===== src/rtl/mem_arbiter_pkg.sv =====
// Shared definitions for the memory arbiter: FSM state encoding,
// owner codes and a helper that sizes the wait counter.
`ifndef MEM_ARBITER_PKG_SV
`define MEM_ARBITER_PKG_SV
package mem_arbiter_pkg;

  typedef enum logic [1:0] {
    ST_IDLE   = 2'd0,
    ST_ACCESS = 2'd1,
    ST_RESP   = 2'd2
  } arb_state_t;

  localparam logic [1:0] OWNER_NONE = 2'd0;
  localparam logic [1:0] OWNER_CPU  = 2'd1;
  localparam logic [1:0] OWNER_DMA  = 2'd2;

  // Wait counter is never narrower than 4 bits, wider if TIMEOUT needs it.
  function automatic int cnt_width(input int timeout);
    int w;
    w = $clog2(timeout);
    return (w < 4) ? 4 : w;
  endfunction

endpackage
`endif


===== src/rtl/rr_pick2.sv =====
// Two-way round-robin pick. A lone requester always wins; on a tie the
// requester that was not served last wins.
module rr_pick2 (
  input  logic cpu_req,
  input  logic dma_req,
  input  logic last_dma,
  output logic pick_cpu,
  output logic pick_dma
);

  // CPU wins alone or on a tie when DMA was served last.
  always_comb begin
    pick_cpu = cpu_req && (!dma_req || last_dma);
    pick_dma = dma_req && !pick_cpu;
  end

endmodule


===== src/rtl/mem_arbiter.sv =====
// Arbitrates one memory port between a CPU and a DMA requester.
//
// Handshake: a requester raises req with addr/wdata/we stable; the inputs
// are sampled only in IDLE, so once gnt is high the requester may drop or
// change them freely. Completion is a single-cycle ack (with err for a
// timeout). On the memory side mem_en stays high with stable addr/wdata/we
// until the memory raises mem_ready for one cycle, or the wait counter
// expires after TIMEOUT cycles.
module mem_arbiter
  import mem_arbiter_pkg::*;
#(
  parameter int TIMEOUT = 15
) (
  input  logic        clk,
  input  logic        reset,
  input  logic        cpu_req,
  input  logic [15:0] cpu_addr,
  input  logic [15:0] cpu_wdata,
  input  logic        cpu_we,
  input  logic        dma_req,
  input  logic [15:0] dma_addr,
  input  logic [15:0] dma_wdata,
  input  logic        dma_we,
  output logic        cpu_gnt,
  output logic        dma_gnt,
  output logic        cpu_ack,
  output logic        dma_ack,
  output logic [15:0] rdata,
  output logic        err,
  output logic        mem_en,
  output logic        mem_we,
  output logic [15:0] mem_addr,
  output logic [15:0] mem_wdata,
  input  logic [15:0] mem_rdata,
  input  logic        mem_ready,
  output logic        busy,
  output arb_state_t  state_dbg
);

  localparam int CW = cnt_width(TIMEOUT);
  localparam logic [CW-1:0] WAIT_LAST = CW'(TIMEOUT - 1);

  arb_state_t    state_q, state_d;
  logic [1:0]    owner_q, owner_d;
  logic [1:0]    last_q, last_d;
  logic [CW-1:0] wait_q, wait_d;
  logic [15:0]   addr_q, addr_d;
  logic [15:0]   wdata_q, wdata_d;
  logic          we_q, we_d;
  logic [15:0]   rdata_q, rdata_d;
  logic          err_q, err_d;
  logic          pick_cpu, pick_dma;

  rr_pick2 u_pick (
    .cpu_req  (cpu_req),
    .dma_req  (dma_req),
    .last_dma (last_q == OWNER_DMA),
    .pick_cpu (pick_cpu),
    .pick_dma (pick_dma)
  );

  // Next-state and next-register values for the arbiter FSM.
  always_comb begin
    state_d = state_q;
    owner_d = owner_q;
    last_d  = last_q;
    wait_d  = wait_q;
    addr_d  = addr_q;
    wdata_d = wdata_q;
    we_d    = we_q;
    rdata_d = rdata_q;
    err_d   = err_q;
    case (state_q)
      ST_IDLE: begin
        if (pick_cpu) begin
          owner_d = OWNER_CPU;
          addr_d  = cpu_addr;
          wdata_d = cpu_wdata;
          we_d    = cpu_we;
          wait_d  = '0;
          state_d = ST_ACCESS;
        end else if (pick_dma) begin
          owner_d = OWNER_DMA;
          addr_d  = dma_addr;
          wdata_d = dma_wdata;
          we_d    = dma_we;
          wait_d  = '0;
          state_d = ST_ACCESS;
        end
      end
      ST_ACCESS: begin
        // A ready in the final wait cycle still completes normally.
        if (mem_ready) begin
          if (!we_q) rdata_d = mem_rdata;
          err_d   = 1'b0;
          state_d = ST_RESP;
        end else if (wait_q == WAIT_LAST) begin
          err_d   = 1'b1;
          state_d = ST_RESP;
        end else begin
          wait_d = wait_q + 1'b1;
        end
      end
      ST_RESP: begin
        last_d  = owner_q;
        owner_d = OWNER_NONE;
        err_d   = 1'b0;
        state_d = ST_IDLE;
      end
      default: begin
        owner_d = OWNER_NONE;
        state_d = ST_IDLE;
      end
    endcase
  end

  // State and datapath registers; reset leaves DMA as last served.
  always_ff @(posedge clk or posedge reset) begin
    if (reset) begin
      state_q <= ST_IDLE;
      owner_q <= OWNER_NONE;
      last_q  <= OWNER_DMA;
      wait_q  <= '0;
      addr_q  <= '0;
      wdata_q <= '0;
      we_q    <= 1'b0;
      rdata_q <= '0;
      err_q   <= 1'b0;
    end else begin
      state_q <= state_d;
      owner_q <= owner_d;
      last_q  <= last_d;
      wait_q  <= wait_d;
      addr_q  <= addr_d;
      wdata_q <= wdata_d;
      we_q    <= we_d;
      rdata_q <= rdata_d;
      err_q   <= err_d;
    end
  end

  // Outputs decode from registers only, so reset clears them immediately.
  always_comb begin
    busy      = (state_q != ST_IDLE);
    cpu_gnt   = busy && (owner_q == OWNER_CPU);
    dma_gnt   = busy && (owner_q == OWNER_DMA);
    cpu_ack   = (state_q == ST_RESP) && (owner_q == OWNER_CPU);
    dma_ack   = (state_q == ST_RESP) && (owner_q == OWNER_DMA);
    mem_en    = (state_q == ST_ACCESS);
    mem_we    = mem_en && we_q;
    mem_addr  = mem_en ? addr_q : 16'h0000;
    mem_wdata = mem_en ? wdata_q : 16'h0000;
    rdata     = rdata_q;
    err       = err_q;
    state_dbg = state_q;
  end

endmodule


===== config.mk =====
export PLATFORM = sky130hd
export DESIGN_NAME = mem_arbiter
export DESIGN_NICKNAME = d
export VERILOG_FILES = /design/src/rtl/mem_arbiter_pkg.sv /design/src/rtl/rr_pick2.sv /design/src/rtl/mem_arbiter.sv
export SDC_FILE = /design/constraint.sdc
export NUM_CORES = 1
export LEC_CHECK = 0
export ABC_AREA = 1
export CAP_MARGIN = 40
export CORE_MARGIN = 3
export CORE_UTILIZATION = 45
export DETAILED_ROUTE_END_ITERATION = 16
export PLACE_DENSITY_LB_ADDON = 0.1
export SETUP_SLACK_MARGIN = 0.1
export SYNTH_ARGS = -nofsm -noshare
export SYNTH_HDL_FRONTEND = slang
export SYNTH_SLANG_ARGS = --single-unit
export TNS_END_PERCENT = 30

===== constraint.sdc =====
create_clock -name clk -period 3 [get_ports clk]
set_input_delay 0.6 -clock clk [delete_from_list [all_inputs] [get_ports clk]]
set_output_delay 0.6 -clock clk [all_outputs]
set_load 0.01 [all_outputs]

==> flow_metrics.py <==
metrics = {
    "setup_path": {
        "cp.arrival_ps": 2090,
        "timing.critical_path.cells": "inv_1, ha_1, inv_1, clkdlybuf4s50_1",
        "cp-end-kind": "output pin",
        "worstSetupStartpointType": "register",
        "crit_fanout": 14,
        "crit_required_ps": 2400,
        "worstSetupPathType": "register to output pin",
        "cp_slowest_cell": "clkdlybuf4s50_1",
        "max_stage_delay_ps": 520,
        "path_common_cell": "inv_1",
    },
    "placed_design": {
        "gp_congestion": 0.8160,
        "portBuffers": 144,
        "place_area_um2": 4691,
        "dp_hpwl_um": 6890,
    },
    "global_routing": {
        "grt_usage_pct": 24.28,
        "grt_pass1_vias": 3365,
        "grt_pass1_wl_um": 16180,
        "gr-total-overflow": 0,
        "grt_max_degree": 41,
        "antenna_found_initial": 0,
    },
    "cts": {
        "cts.sinks": 60,
        "cts-root-buf": "clkbuf_8",
        "clockBufferDepth": 2,
        "cts.clk_slew.worst_paths_ps": 60,
        "htree_num_levels": 3,
        "tritoncts": "done",
        "ctsHoldBuffers": 0,
        "clk_latency_ps": 330,
        "cts_buffers": 9,
    },
    "cells_and_area": {
        "design_area_um2": 4873,
        "fillCellCount": 499,
        "synthToLayoutAreaGrowth_pct": 53.89,
        "post_route_cells_drive_above_1_share_pct": 5.329,
        "final_util_pct": 74.20,
        "final_cell_mix": "clkdlybuf4s50_1 (144), nand2_1 (130), nand3_1 (91)",
        "num-nets-final": 652,
        "num_antenna_cells": 0,
        "layout_commonest_cell": "clkdlybuf4s50_1",
    },
    "sta": {
        "fmax_ghz": 0.3723,
        "period_needed_ps": 2686,
        "rsz0062_at_grt": "no",
        "drv_slew": 0,
        "fin_skew_ps": 7.475,
        "setup_viol": 0,
        "tightestPinTransition_ps": 578.0,
        "setup_tns_ps": 0,
        "finalCritPeriodShare_pct": 89.53,
        "worst_slew_margin_rel_pct": 61.41,
        "hold_viol_final": 0,
    },
    "detailed_routing": {
        "vias_per_cell": 5.268,
        "drt-initial-drc-count": 324,
        "ant_nets": 0,
        "vias": 3456,
        "wire_per_inst_um": 14.85,
        "firstDrtPassIters": 5,
        "wl_um": 9744,
        "drcViolationCount": 0,
    },
    "floorplan": {
        "die_area_um2": 8080,
        "start_util_pct": 48.22,
        "core_um2": 6568,
        "io_pins": 145,
        "row_count": 29,
        "die_h_um": 89.89,
        "die_width_um": 89.89,
    },
    "yosys": {
        "post_synth_num_cell_types": 18,
        "synth_warnings": 0,
        "syn_area_um2": 3167,
        "syn_area_per_cell_um2": 7.540,
        "ys_seq_area_share_pct": 47.45,
        "syn_nets": 514,
        "syn_inst": 420,
        "ys_seq_elements": 60,
    },
    "power": {
        "ir_drop_mv": 0.5167,
        "leakagePower_nw": 2.443,
        "power.density_nw_per_um2": 894.0,
    },
    "hold_path": {
        "hold_class": "register to register",
    },
    "job": {
        "cap_violations": 0,
    },
    "run_status": {
        "status": "finished, final reports clean",
    },
}
[path summary, 6_finish.rpt]
check | depth (start not counted) | end | slack, ps | from
hold / removal | 2 | rdata[9] | 480 | rdata[9]
max in group asynchronous | 3 | last_q[1] | 1750 | reset
min in group asynchronous | 2 | rdata[1] | 600 | reset
setup / recovery | 4 | busy | 310 | state_dbg[1]
setup reg to reg | 7 | wdata_q[14] | 660 | state_dbg[1]
hold reg to reg | 2 | rdata[9] | 480 | rdata[9]
[layout make-up]
class                   count  area [um2]  share of cell area [%]
flip-flops and latches     60        1503                   30.83
well taps                  93       116.4                   2.388
clock buffers              12       155.1                   3.184
inverters                  51       191.4                   3.928
repair buffers            154        1533                   31.45
multi-input cells         282        1351                   27.73
clock inverters             4       23.77                  0.4878
[logic make-up (layout without fill, tap and decap cells)]
group           after synthesis  in the layout  share of synthesized area, %
fa+ha+maj                     7              7                         2.766
buf+inv                      78            221                         9.878
xor+xnor                      1              1                        0.2766
simple gates                269            269                         38.48
flops                        60             60                         47.45
compound gates                5              5                         1.146
[what timing repair did]
action                                  in CTS  in global routing
buffers inserted                             0                  0
gates resized for setup                      0                  1
endpoints found under the setup margin       0                  6
[worst max-delay path, delay by kind of cell, from the launching register on]
kind / cells / cell delay [ps]
fa+ha+maj: 1 / 510
flops: 1 / 410
buf+inv: 3 / 840
[metal layers]
metal  vias to the layer above  track usage [%]  routed length, um
li1                       1646                -                  -
met1                      1619            31.06               3928
met2                       163            39.97               4690
met3                        28            5.259                840
met4                         0            10.20                284
met5                         -                0                  0
[state kept, by name, summed over array words and instances (netlist names)]
| name | cells |
|---|---|
| wdata_q | 16 |
| we_q | 1 |
| err | 1 |
| state_dbg | 2 |
| last_q | 2 |
| wait_q | 4 |
| owner_q | 2 |
| addr_q | 16 |
| rdata | 16 |
[cells in the mapped netlist]
cell	instances	share of area, %
nand3_1	91	14
clkbuf_1	9	1.1
o21ai_0	4	0.63
buf_4	1	0.24
buf_2	13	2.1
inv_2	2	0.24
xnor2_1	1	0.28
nand2_1	130	15
a21oi_4	1	0.51
dfstp_2	1	0.83
buf_1	4	0.47
nor3_1	4	0.63
dfrtp_1	59	47
ha_1	7	2.8
inv_1	47	5.6
nand4_1	36	7.1
nor2_1	8	0.95
clkinv_1	2	0.24
[metrics by stage]
step | setup WS (ps) | hold slack [ps] | power, mW | instances
after floorplan | 917.0 | 465.1 | 2.660 | 420
after global placement | 518.7 | 453.1 | 3.634 | 640
after detailed placement | 408.6 | 465.9 | 3.707 | 640
after CTS | 218.6 | 482.4 | 4.380 | 656
after global routing | 173.9 | 497.4 | 4.688 | 656
final | 314.0 | 475.7 | 4.357 | 656
[report_power, final]
part           internal (mW)  total, mW  leakage (nW)  switching (mW)
Clock                  0.342      0.654        0.0961           0.312
Sequential              1.19       1.42         0.748           0.228
Combinational           1.04       2.28          1.60            1.25
Note: power is estimated with default switching activity, not from simulation.
